`config.mk`:
```
export PLATFORM = sky130hd
export DESIGN_NAME = i_fetch
export DESIGN_NICKNAME = d
export VERILOG_FILES = /design/src/rtl/mips_pkg.sv /design/src/rtl/i_fetch_imem.sv /design/src/rtl/i_fetch.sv
export SDC_FILE = /design/constraint.sdc
export NUM_CORES = 2
export LEC_CHECK = 0
export BUFFER_PORTS_ARGS = -buffer_cell sky130_fd_sc_hd__buf_2
export CAP_MARGIN = 25
export CORE_AREA = 2 2 638 640
export CTS_BUF_LIST = sky130_fd_sc_hd__clkbuf_4
export DETAILED_ROUTE_END_ITERATION = 7
export DIE_AREA = 0 0 640 642
export GPL_TIMING_DRIVEN = 0
export SLEW_MARGIN = 20
export SYNTH_ARGS = -nofsm -noshare
export SYNTH_HDL_FRONTEND = slang
export SYNTH_SLANG_ARGS = --single-unit
```
`constraint.sdc`:
```
create_clock -name clk -period 4.55 [get_ports clk]
set_input_delay 0.455 -clock clk [delete_from_list [all_inputs] [get_ports clk]]
set_output_delay 0.455 -clock clk [all_outputs]
set_load 0.01 [all_outputs]
```
`src/rtl/mips_pkg.sv`:
```
// Shared MIPS pipeline constants.
package mips_pkg;

    localparam int unsigned INSTR_W      = 32;
    localparam logic [31:0] NOP_INSTR    = 32'h00000000;
    localparam logic [31:0] RESET_PC_DEF = 32'h00000000;

endpackage

```
`src/rtl/i_fetch_imem.sv`:
```
// Instruction memory: one synchronous write port, one combinational read port.
module i_fetch_imem
    import mips_pkg::*;
#(
    parameter int unsigned IMEM_DEPTH = 128,
    parameter int unsigned ADDR_W     = 7
) (
    input  logic                 clk,
    input  logic                 i_we,
    input  logic [ADDR_W-1:0]    i_waddr,
    input  logic [INSTR_W-1:0]   i_wdata,
    input  logic [ADDR_W-1:0]    i_raddr,
    output logic [INSTR_W-1:0]   o_rdata
);

    // Contents are deliberately not reset; boot logic loads them.
    logic [INSTR_W-1:0] r_mem [IMEM_DEPTH];

    // Write port; a same-cycle read of the written word still sees the old value.
    always_ff @(posedge clk) begin
        if (i_we) begin
            r_mem[i_waddr] <= i_wdata;
        end
    end

    assign o_rdata = r_mem[i_raddr];

endmodule

```
`src/rtl/i_fetch.sv`:
```
// MIPS IF stage: PC register, next-PC selection and the IF/ID pipeline register.
module i_fetch
    import mips_pkg::*;
#(
    parameter int unsigned IMEM_DEPTH = 128,
    parameter int unsigned ADDR_W     = 7,
    parameter logic [31:0] RESET_PC   = RESET_PC_DEF
) (
    input  logic                 clk,
    input  logic                 rst_n,
    input  logic                 PCSrc,
    input  logic [31:0]          EX_MEM_NPC,
    input  logic                 stall,
    input  logic                 flush,
    input  logic                 imem_we,
    input  logic [ADDR_W-1:0]    imem_waddr,
    input  logic [INSTR_W-1:0]   imem_wdata,
    output logic [INSTR_W-1:0]   IF_ID_instr,
    output logic [31:0]          IF_ID_NPC,
    output logic                 IF_ID_valid,
    output logic [31:0]          PC
);

    logic [31:0]        r_pc;
    logic [INSTR_W-1:0] r_instr;
    logic [31:0]        r_npc;
    logic               r_valid;

    logic [31:0]        w_pc_plus4;
    logic [31:0]        w_pc_next;
    logic [ADDR_W-1:0]  w_rd_idx;
    logic [INSTR_W-1:0] w_fetch;
    logic               w_unused_bits;

    assign w_pc_plus4 = r_pc + 32'd4;
    assign w_rd_idx   = r_pc[ADDR_W+1:2];
    // PC bits outside the word index and the target's byte offset are don't-care.
    assign w_unused_bits = ^{r_pc[31:ADDR_W+2], r_pc[1:0], EX_MEM_NPC[1:0]};

    i_fetch_imem #(
        .IMEM_DEPTH (IMEM_DEPTH),
        .ADDR_W     (ADDR_W)
    ) u_imem (
        .clk     (clk),
        .i_we    (imem_we),
        .i_waddr (imem_waddr),
        .i_wdata (imem_wdata),
        .i_raddr (w_rd_idx),
        .o_rdata (w_fetch)
    );

    // Next PC: a redirect overrides stall.
    always_comb begin
        w_pc_next = w_pc_plus4;
        if (PCSrc) begin
            w_pc_next = {EX_MEM_NPC[31:2], 2'b00};
        end else if (stall) begin
            w_pc_next = r_pc;
        end
    end

    // PC register.
    always_ff @(posedge clk) begin
        if (!rst_n) begin
            r_pc <= RESET_PC;
        end else begin
            r_pc <= w_pc_next;
        end
    end

    // IF/ID register: flush inserts a bubble and overrides stall.
    always_ff @(posedge clk) begin
        if (!rst_n) begin
            r_instr <= NOP_INSTR;
            r_npc   <= 32'd0;
            r_valid <= 1'b0;
        end else if (flush) begin
            r_instr <= NOP_INSTR;
            r_npc   <= 32'd0;
            r_valid <= 1'b0;
        end else if (!stall) begin
            r_instr <= w_fetch;
            r_npc   <= w_pc_plus4;
            r_valid <= 1'b1;
        end
    end

    assign IF_ID_instr = r_instr;
    assign IF_ID_NPC   = r_npc;
    assign IF_ID_valid = r_valid;
    assign PC          = r_pc;

endmodule

```
* Word level (Yosys, flattened, before mapping)
Memories as Yosys holds them, arrays and structs flattened. A register that Yosys moved wholly into a read port is not among the register bits.
Index checks and enable logic that the tools add are counted.
** Word-level totals
- Memory bits (writable) :: 4096
- Output and inout bits :: 97
- Memories :: 1
- Register bits after elaboration :: 65
** Cells by class
- Bitwise logic cells :: 1
- Reduce and logical (&&, ||, !) cells :: 3
- Add/subtract/negate cells :: 1
- Eq/ne operators :: 1
- Multiplexer cells :: 4
** Memory list
- u_imem.r_mem :: depth 128, width 32, read ports 1, clocked after Yosys merged registers in 1, write ports 1, line i_fetch_imem.sv:17 : logic [INSTR_W-1:0] r_mem [IMEM_DEPTH];
** Operators with widths (count)
- two-way mux 32 bit :: 2
- adder 32 x 3 -> 32 bit, second input constant :: 1
- OR reduction 2 bit :: 2
- two-way mux 1 bit :: 2
- != test 2 bit, second input constant :: 1
- logical NOT 1 bit :: 1
- NOT 1 bit :: 1

* Depth between registers and ports, before layout
- Depth after elaboration :: 3
- Gate-level depth with buffers :: 11
- Depth with buffers taken out :: 7

* Hierarchy
From an unflattened synthesis, not the netlist that was laid out.
** Unflattened totals
- Cells, all modules :: 6454
- Area total of the unflattened synthesis :: 159924.6 sq um
** Modules (own cells, without submodules)
- i_fetch_imem :: cells an instance 5958, area each 155635.5 sq um, instances 1
- i_fetch :: cells an instance 496, area each 4289.1 sq um, instances 1

* Worst setup path after synthesis
No wires, ideal clock.
- Kind :: input to register
- Start point :: in imem_we
- End point :: mem u_imem.r_mem[100][0] (enable)
- Cell stages on the path :: 3
- Path buffers :: 1
- Required time :: 4.089 ns
- Arrival time :: 3.234 ns
- Path slack :: 0.855 ns
- Cell sequence :: clkbuf_1 > nand4_1 > nor3_1
** On the way
- Word-level cells in the longest chain between the ends :: 2
** Ends and longest elaborated chain
- start, declared :: line i_fetch.sv:15 : input logic imem_we,
- two-way mux 1 bit :: line i_fetch_imem.sv:21 : if (i_we) begin
- two-way mux 1 bit (not written as such) :: line i_fetch_imem.sv:22 : r_mem[i_waddr] <= i_wdata;
- end, declared :: line i_fetch_imem.sv:17
No other way between the ends.

==> run metrics <==
HP Start=imem_waddr[0]; most common cell after layout, fill and taps aside=edfxtp_1; DR vias=between 80000 and 90000; post-CTS setup buffer count=0; startpoint types=register; final wirelength=498900 um; first-pass GRT wire length=681700 um; Critical Path End Type=register; crit path DAT=roughly 6.2 ns; final core utilization=between 40% and 50%; FF-to-FF Start=PC[5]$_SDFFE_PN0P_; worst setup margin=-0.09567 ns; Clock Path Buffers=5; Synth Flop Type=edfxtp_1; clock sinks=approximately 4200; worst hold path class=input port to register; Final HPWL DP=333400 um; clock skew=approximately 0.17 ns; CTS Root Cell=clkbuf_4; Multi-input gate area=0.03511 mm2; Post-synth EDFFs=between 4000 and 5000; layout cell share with drive strength beyond 1=35.50%; GRT Total Usage=approximately a quarter; Crit Path Class=register to register; final antenna-violating net count=0; period utilization=102.1%; netlist area before placement=around 0.16 mm2; failing checks=negative setup slack; Clock Latency Late Sink=1.72 ns; Cell Pwr Density=roughly 420 mW/mm2; Starting Density=roughly two fifths; RSZ-0062 raised after global routing=no; CTS tree=yes; Die H=around 640 um; grt ovf=0; largest net degree at the start of global routing=93; P&R area growth vs syn=18.80%; Top Ports=approximately 170; P_leak=about 0.061 uW; endpoints failing hold=0; CP Max Fanout=10; drt first pass iters=7; Final Wtd Congestion=0.9896; CTS buffer count=between 1000 and 1500; worst slew pin tran=approximately 1.2 ns; Final min period=4.646 ns; # DRC=0; die footprint=a little over 0.4 mm2; clock-pin slew of the registers on the worst-case setup and hold paths=0.06 ns; max-slew violation count=0; fmax=between 200 and 250 MHz; internal reg-to-reg setup slack=-0.1 ns; Pwr Total=a little over 80000 uW; routed length per instance=between 30 and 40 um; Slew headroom=between 20% and 30%; initial antenna violation count=44; drt via density=between 5 and 6; #FFs+latches synth=approximately 4200; cells after synthesis=7503; hold slack=around 0.38 ns; Worst EP required=6.06 ns; PortBufs=between 150 and 200; CTS HTree Levels=7; max-cap violations=0; initial detailed-routing violation count=12380; Distinct cells, synth=between 50 and 60; endpoints failing setup=9; outcome=complete, but fails checks; Die Span X=640 um; pre-CTS setup slack=-0.7520 ns; vias in the first global route=roughly 89000; Post-synth ARST share=0%; Crit. Startpoint=PC[5]$_SDFFE_PN0P_; leading cell types in the layout, fill and taps excluded=edfxtp_1, clkbuf_4, mux4_2, mux2i_1, buf_2; fillers=~34000; register area share after synthesis=77.47%; synthesized area per cell=between 20 and 25 um2; fin nets=around 9400; VDD IR max=0.2642 mV; YS warnings=0; core area=just over 0.4 mm2; register area=~0.12 mm2; FP Rows=~230
==> what timing repair did <==
item / in CTS / in global routing
pin swaps: 1 / 4
hold endpoints to repair: 6112 / 0
hold buffers: 237 / 0
endpoints found under the setup margin: 33 / 22
cloned: 0 / 0
resized for setup: 66 / 30
==> where the power goes <==
part / switching [uW] / leakage [uW] / total (uW) / internal, uW
Sequential: 123 / 0.0376 / 42600 / 42500
Clock: 15000 / 0.00799 / 31900 / 16900
Combinational: 4060 / 0.0155 / 6290 / 2230
Total: 19200 / 0.0610 / 80800 / 61600
==> through the flow <==
step                      instance area (um2)   TNS, ns  std cells
final                                  191500   -0.3723      15420
after global routing                   191400         0      15410
after CTS                              191200  -0.06436      15390
after detailed placement               174700    -16.92      13330
after global placement                 168800  -3036.12      13100
after floorplan                        161200         0       7506
==> synth_stat cells, types with 3 or more instances <==
cell	n	area share [%]
buf_1	18	0.042
o221ai_1	12	0.065
buf_4	85	0.40
or3_1	9	0.035
nand2b_1	74	0.29
inv_1	28	0.065
a31oi_1	33	0.13
a211oi_1	46	0.21
nor2_1	291	0.68
nor4_1	54	0.21
o22a_1	19	0.10
a21oi_1	91	0.28
a2111oi_1	10	0.062
nor2b_1	26	0.10
a2111oi_2	22	0.20
xnor2_1	35	0.19
and3_1	33	0.13
o22ai_1	86	0.33
o221a_2	31	0.22
dfxtp_1	93	1.2
buf_6	51	0.36
a22o_1	59	0.32
nor3_1	42	0.13
clkbuf_1	178	0.41
a221oi_1	74	0.40
or4_1	5	0.023
nor3_2	16	0.099
and2_1	6	0.023
a22oi_1	128	0.60
xor2_1	10	0.054
buf_12	7	0.087
mux4_2	880	12
edfxtp_1	4096	76
nand2_1	143	0.33
or2_2	4	0.016
nand3_1	55	0.17
o21ai_0	56	0.17
o31ai_1	3	0.014
o21ai_1	13	0.040
mux2i_1	407	2.5
nand4_1	5	0.019
a311oi_1	35	0.19
buf_2	109	0.34
buf_8	7	0.065
==> logic make-up after synthesis <==
family,after synthesis,synth area share (%)
and+or+nand+nor,772,2.316
DFF,4189,77.47
other,1,0.002327
adders and majority gates,1,0.007761
muxes,1287,14.82
AOI/OAI and AO/OA,720,3.360
xor gates and xnor gates,45,0.2445
buffers and inverters,488,1.781
==> registers in the layout, summed over array words and instances (netlist names) <==
register	cells
IF_ID_valid	1
IF_ID_NPC	30
PC	30
IF_ID_instr	32
u_imem.r_mem	4096
==> worst paths after layout <==
| kind | end | cells after the start |
|---|---|---|
| min reg2reg | IF_ID_valid$_SDFFE_PP0N_ | 2 |
| max reg2reg | IF_ID_instr[18]$_SDFFE_PP0N_ | 9 |
| max | IF_ID_instr[18]$_SDFFE_PP0N_ | 9 |
| min | u_imem.r_mem[101][24]$_DFFE_PP_ | 4 |
==> cell type report <==
class,instances,area share [%]
tap,5428,3.547
multi-input combinational,2829,18.34
sequential,4189,65.21
timing repair buffer,634,4.406
clock buffer,1590,6.234
buffer,456,1.465
inverter,31,0.06077
clock inverter,230,0.6966
antenna,34,0.04443
==> metal layers <==
metal	routed length (um)	global-route usage [%]
met2	229900	36.39
met3	53090	6.874
met5	187	0
met4	24450	12.97
met1	191300	31.76
==> critical path: stages, from the launching register on <==
cell and delay, ns:
dfxtp_1 0.58, clkbuf_4 0.37, buf_6 0.31, buf_6 0.37, buf_4 0.41, buf_2 0.61
buf_1 0.61, nor3_2 0.11, a21oi_1 0.85, a2111oi_2 0.18
Power figures use the tool's default switching activity.
